[src/rtl/pulse_meter_pkg.sv]
// pulse_meter_pkg: shared definitions for the pulse period meter.
//   meter_state_t : measurement FSM states (IDLE, MEASURE)
//   DEFAULT_CNT_W : default counter/period width (26 bits covers one
//                   second at 50 MHz)
package pulse_meter_pkg;

  localparam int unsigned DEFAULT_CNT_W = 26;

  typedef enum logic {
    IDLE    = 1'b0,
    MEASURE = 1'b1
  } meter_state_t;

endpackage

[src/rtl/pulse_period_meter_edge.sv]
// rise_edge_detect: rising-edge detector for the pulse period meter tick.
// Optional macro PULSE_PERIOD_METER_SYNC_EN inserts a 2-flop synchronizer
// (reset 0) ahead of the edge detector for asynchronous pins; without it
// tick_in must already be synchronous to clk.
// Ports:
//   clk       in   system clock
//   rst_n     in   asynchronous active-low reset
//   tick_in   in   raw tick (pulse or level)
//   tick_edge out  one-cycle strobe on each sampled rising edge
module rise_edge_detect
  import pulse_meter_pkg::*;
(
  input  logic clk,
  input  logic rst_n,
  input  logic tick_in,
  output logic tick_edge
);

  logic tick_s;
  logic tick_d;

`ifdef PULSE_PERIOD_METER_SYNC_EN
  logic [1:0] sync_q;

  always_ff @(posedge clk or negedge rst_n) begin
    if (!rst_n) begin
      sync_q <= '0;
    end else begin
      sync_q <= {sync_q[0], tick_in};
    end
  end

  assign tick_s = sync_q[1];
`else
  assign tick_s = tick_in;
`endif

  // tick_d resets to 0, so a tick held high across reset release is
  // seen as a rising edge. The soft clear deliberately leaves it alone.
  always_ff @(posedge clk or negedge rst_n) begin
    if (!rst_n) begin
      tick_d <= 1'b0;
    end else begin
      tick_d <= tick_s;
    end
  end

  assign tick_edge = tick_s & ~tick_d;

endmodule

[src/rtl/pulse_period_meter.sv]
// pulse_period_meter: measures the number of clk cycles between
// consecutive rising edges of tick_in and presents each result on a
// valid/ready output with sticky overflow/overrun status.
// Optional macro PULSE_PERIOD_METER_SYNC_EN (see rise_edge_detect) adds a
// 2-flop input synchronizer; measured values are identical either way,
// only the latency from tick_in grows by 2 cycles.
// Ports:
//   clk          in   system clock
//   rst_n        in   asynchronous active-low reset
//   tick_in      in   tick input, only rising edges are measured
//   clear        in   synchronous soft clear (period value is kept)
//   period       out  last captured interval in cycles
//   period_valid out  period holds an unconsumed result
//   period_ready in   consumer accepts period when valid is high
//   overflow     out  sticky: counter saturated before the next edge
//   overrun      out  sticky: a result was dropped (output not consumed)
//   busy         out  high while measuring
module pulse_period_meter
  import pulse_meter_pkg::*;
#(
  parameter int unsigned CNT_W = DEFAULT_CNT_W
) (
  input  logic             clk,
  input  logic             rst_n,
  input  logic             tick_in,
  input  logic             clear,
  output logic [CNT_W-1:0] period,
  output logic             period_valid,
  input  logic             period_ready,
  output logic             overflow,
  output logic             overrun,
  output logic             busy
);

  localparam logic [CNT_W-1:0] CNT_MAX = '1;
  localparam logic [CNT_W-1:0] CNT_ONE = {{(CNT_W-1){1'b0}}, 1'b1};

  meter_state_t     state, state_n;
  logic [CNT_W-1:0] cnt, cnt_n;
  logic             tick_edge;
  logic             capture;
  logic             ovf_set;

  rise_edge_detect u_edge (
    .clk       (clk),
    .rst_n     (rst_n),
    .tick_in   (tick_in),
    .tick_edge (tick_edge)
  );

  always_ff @(posedge clk or negedge rst_n) begin
    if (!rst_n) begin
      state <= IDLE;
      cnt   <= '0;
    end else begin
      state <= state_n;
      cnt   <= cnt_n;
    end
  end

  // cnt is 1 on the cycle after an edge, so an edge N cycles later
  // captures exactly N. At CNT_MAX without an edge the interval is
  // abandoned rather than wrapped.
  always_comb begin
    state_n = state;
    cnt_n   = cnt;
    capture = 1'b0;
    ovf_set = 1'b0;
    if (clear) begin
      state_n = IDLE;
      cnt_n   = '0;
    end else begin
      unique case (state)
        IDLE: begin
          if (tick_edge) begin
            cnt_n   = CNT_ONE;
            state_n = MEASURE;
          end
        end
        MEASURE: begin
          if (tick_edge) begin
            capture = 1'b1;
            cnt_n   = CNT_ONE;
          end else if (cnt == CNT_MAX) begin
            ovf_set = 1'b1;
            state_n = IDLE;
          end else begin
            cnt_n = cnt + CNT_ONE;
          end
        end
        default: begin
          state_n = IDLE;
          cnt_n   = '0;
        end
      endcase
    end
  end

  // Output register: a capture may load when the slot is empty or being
  // drained this same cycle; otherwise the old value is held and the
  // loss is recorded in overrun.
  always_ff @(posedge clk or negedge rst_n) begin
    if (!rst_n) begin
      period       <= '0;
      period_valid <= 1'b0;
      overflow     <= 1'b0;
      overrun      <= 1'b0;
    end else if (clear) begin
      period_valid <= 1'b0;
      overflow     <= 1'b0;
      overrun      <= 1'b0;
    end else begin
      if (ovf_set) begin
        overflow <= 1'b1;
      end
      if (capture) begin
        if (!period_valid || period_ready) begin
          period       <= cnt;
          period_valid <= 1'b1;
        end else begin
          overrun <= 1'b1;
        end
      end else if (period_valid && period_ready) begin
        period_valid <= 1'b0;
      end
    end
  end

  assign busy = (state == MEASURE);

endmodule
[config.mk]
export PLATFORM = sky130hd
export DESIGN_NAME = pulse_period_meter
export DESIGN_NICKNAME = d
export VERILOG_FILES = /design/src/rtl/pulse_meter_pkg.sv /design/src/rtl/pulse_period_meter_edge.sv /design/src/rtl/pulse_period_meter.sv
export SDC_FILE = /design/constraint.sdc
export NUM_CORES = 1
export LEC_CHECK = 0
export CORE_MARGIN = 5
export CORE_UTILIZATION = 29
export CTS_BUF_LIST = sky130_fd_sc_hd__clkbuf_8
export CTS_CLUSTER_DIAMETER = 120
export DETAILED_ROUTE_END_ITERATION = 8
export GPL_TIMING_DRIVEN = 0
export SLEW_MARGIN = 5
export SYNTH_ARGS = -nofsm -noshare
export SYNTH_HDL_FRONTEND = slang
export SYNTH_HIERARCHICAL = 1
export SYNTH_SLANG_ARGS = --single-unit
export TNS_END_PERCENT = 30
[constraint.sdc]
create_clock -name clk -period 2.2 [get_ports clk]
set_input_delay 0.33 -clock clk [delete_from_list [all_inputs] [get_ports clk]]
set_output_delay 0.33 -clock clk [all_outputs]
set_load 0.05 [all_outputs]
==> metrics.md, run 1 <==
| Metric | Value |
|---|---|
| Status | `finished clean` |
| Worst path bufs/invs | `1` |
| Slew HR | `0.509` |
| Via count | `about 2000` |
| Syn Area/Cell | `11.6 um^2` |
| F_max | `0.475 GHz` |
| Clock tree buffer depth | `2` |
| Total iterations of the first detailed-routing run | `4` |
| FF/Latch Area | `approximately 0.0014 mm^2` |
| Register area share after synthesis | `0.527` |
| Cell count after synthesis | `approximately 230` |
| Synth warnings | `6` |
| CTS Root Buffer Type | `clkbuf_8` |
| Routed WL per cell | `roughly 15 um` |
| Synth Area in Compound Gates | `0.135` |
| H-tree depth | `3` |
| Die ar. | `about 0.011 mm^2` |
| Mapped Area | `~0.0027 mm^2` |
| Startpoint type of the worst setup path | `flip-flop` |
| Met3 routed wirelength | `approximately 300 um` |
| Vias in the first global route | `1984` |
| Io pins | `35` |
| Fin Clk Skew | `approximately 0.0075 ns` |
| Critical Setup Path Class | `flip-flop to output pin` |
| Met2 WL | `about 2800 um` |
| Arrival @ worst endpoint | `~1.8 ns` |
| Core ar. | `around 0.009 mm^2` |
| Crit path max-delay family | `buffers and inverters` |
| Post-Synth Adder-Cell Area | `0.00925` |
| Critical-path cell list | `clkdlybuf4s50_1` |
| Final core utilization | `0.368` |
| Place WS | `-0.342 ns` |
| Power Total | `between 2 and 2.5 mW` |
| Via density | `approximately 5.1` |
| Hold WS | `approximately 0.05 ns` |
| Area of the multi-input gates | `approximately 0.0012 mm^2` |
| RSZ-0062 raised after global routing | `no` |
| # DRC | `0` |
| Fin cells | `around 400` |
| Largest fanout on the critical path | `8` |
| Mux contribution to synthesized area | `0.108` |
| Met1 WL | `2810 um` |
| Reg clk slew, reported paths | `0.06 ns` |
| Fin area | `0.00337 mm^2` |
| Die X | `107 um` |
| Nets@finish | `288` |
| Ratio of cells with drive above 1 in the final layout | `0.250` |
| Worst Tran Pin Value | `about 0.74 ns` |
| Yosys reg bits | `57` |
| RR Endpoint | `cnt[14]$_DFFE_PN0P_` |
| Setup ws final | `0.0950 ns` |
| Slew Viols, Final | `0` |
| Placed cell areas | `between 0.003 and 0.004 mm^2` |
| HP Class | `input port to async pin` |
| Xor and xnor area share after synthesis | `0.00324` |
| Leakage | `between 1 and 1.5 nW` |
| Placed Cells | `around 380` |
| FFs w/ async S/R, synth | `1.00` |
| Slowest CP cell | `clkdlybuf4s50_1` |
| Netlist cell types | `43` |
| Largest net degree at the start of global routing | `32` |
| Filler cells | `896` |
| Commonest non-fill, non-tap cells in the layout | `55 x dfrtp_1, 32 x clkdlybuf4s50_1, 26 x mux2_2` |
| Iteration-0 DRC Markers | `74` |
| Syn-to-layout area delta | `24.4%` |
| Cell area power density | `595 mW/mm^2` |
| DP Wirelength | `~4200 um` |
| Inserted Diodes | `0` |
| Minimum clock period after layout | `about 2.1 ns` |
| GRT Total Usage | `0.114` |
| First-pass GRT wire length | `between 10000 and 15000 um` |
| RePlAce Congestion | `0.815` |
| Max_cap viols | `0` |
| Most common cell after layout, fill and taps aside | `dfrtp_1` |
| Max incr delay on CP | `0.88 ns` |
| Peak supply drop | `~0.23 mV` |
| Starting Density | `0.296` |
| Crit path required time | `1.87 ns` |
| Antenna-violating nets left | `0` |
| R2R cell count | `7` |
| CTS sink cnt | `between 50 and 60` |
| Final Hold Fails | `0` |
| PortBufs | `33` |
| Worst Setup End Kind | `output pin` |
| Post-synth top flop | `dfrtp_1` |
| Setup violators final | `0` |
| Fin crit share | `0.957` |
| Number of synthesized flops with an enable pin | `0` |
| Row count | `35` |
| Top layer used by detailed routing | `met4` |
| TritonCTS clock tree | `done` |
| Simple-gate share of the synthesized area | `0.188` |
| RR Startpoint | `cnt[0]$_DFFE_PN0P_` |
| CTS buffer count | `9` |
| WL final | `5970 um` |
| Initial antenna violation count | `0` |
| CP startpoint | `busy$_DFF_PN0_` |
| Largest family of logic cells by synthesized area | `simple AND/OR/NAND/NOR gates` |
| DIE HEIGHT | `107 um` |
| R2R Setup Slk | `around 0.11 ns` |
| Syn Nets | `about 240` |
| Grt total ovfl | `0` |
| Setup TNS | `0 ns` |
| Clock latency at the later pin of the worst-skew pair | `roughly 0.34 ns` |
how the worst max path moves through the flow:
stage,endpoint,cells after the start
6_report,busy,1
5_1_grt,cnt[1]$_DFFE_PN0P_,8
4_1_cts,period[24]$_DFFE_PN0P_,6
3_5_place_dp,period[24]$_DFFE_PN0P_,6
3_3_place_gp,period[21]$_DFFE_PN0P_,1
2_1_floorplan,period[0]$_DFFE_PN0P_,4
per-layer routing:
| metal | GRT usage | vias up |
|---|---|---|
| li1 | - | 986 |
| met1 | 0.146 | 994 |
| met2 | 0.174 | 37 |
| met3 | 0.0439 | 7 |
| met4 | 0.0438 | 0 |
| met5 | 0 | - |
timing repair:
item,4_1_cts,5_1_grt
resized for setup,0,4
endpoints found under the setup margin,0,42
hold buffers,0,0
setup buffers,0,2
sequential cells by signal (all words and copies together) (netlist names):
signal and cells:
overrun 1, u_edge/tick_d 1, period_valid 1, cnt 26
overflow 1, period 26, busy 1
kinds of logic (layout without fill, tap and decap cells):
logic type,count (synthesis),in the layout
xor+xnor,1,1
compound gates,54,54
simple gates,81,81
fa+ha+maj,2,2
buf+inv,13,63
mux,26,26
flops,57,57
cell usage after synthesis, types with 3 or more instances:
cell type	instances	share of area
or3_1	5	0.012
clkbuf_1	4	0.0055
a21oi_2	6	0.019
dfrtp_1	57	0.53
nand4_1	3	0.0069
nand3_1	12	0.022
o21ai_1	5	0.0092
buf_2	4	0.0074
buf_6	3	0.012
a21oi_1	19	0.035
or4_1	15	0.042
and4_4	3	0.012
and3_1	5	0.012
nor2_1	6	0.0083
o31ai_1	13	0.036
nand2_1	17	0.024
mux2_2	26	0.11
power breakdown:
group / switching (mW) / total, mW / internal [mW]
logic: 0.108 / 0.163 / 0.0545
registers: 0.0148 / 1.08 / 1.06
clock network: 0.387 / 0.763 / 0.377
layout make-up:
type,instances,area share
plain buffers,12,0.0227
well taps,111,0.0413
inverters,1,0.00112
multi-input cells,164,0.361
clock inverters,5,0.00595
repair buffers,36,0.107
clock buffers,9,0.0368
flip-flops and latches,57,0.425
(Power assumes the default switching activity.)
==> run 2: changes to the inputs <==
--- a/config.mk
+++ b/config.mk
@@ -5,6 +5,7 @@
 export SDC_FILE = /design/constraint.sdc
 export NUM_CORES = 1
 export LEC_CHECK = 0
+export ABC_CLOCK_PERIOD_IN_PS = 2200
 export CORE_MARGIN = 5
 export CORE_UTILIZATION = 29
 export CTS_BUF_LIST = sky130_fd_sc_hd__clkbuf_8
==> results of run 2 <==
No change in the layout: final DEF, timing and power equal those of run 1.
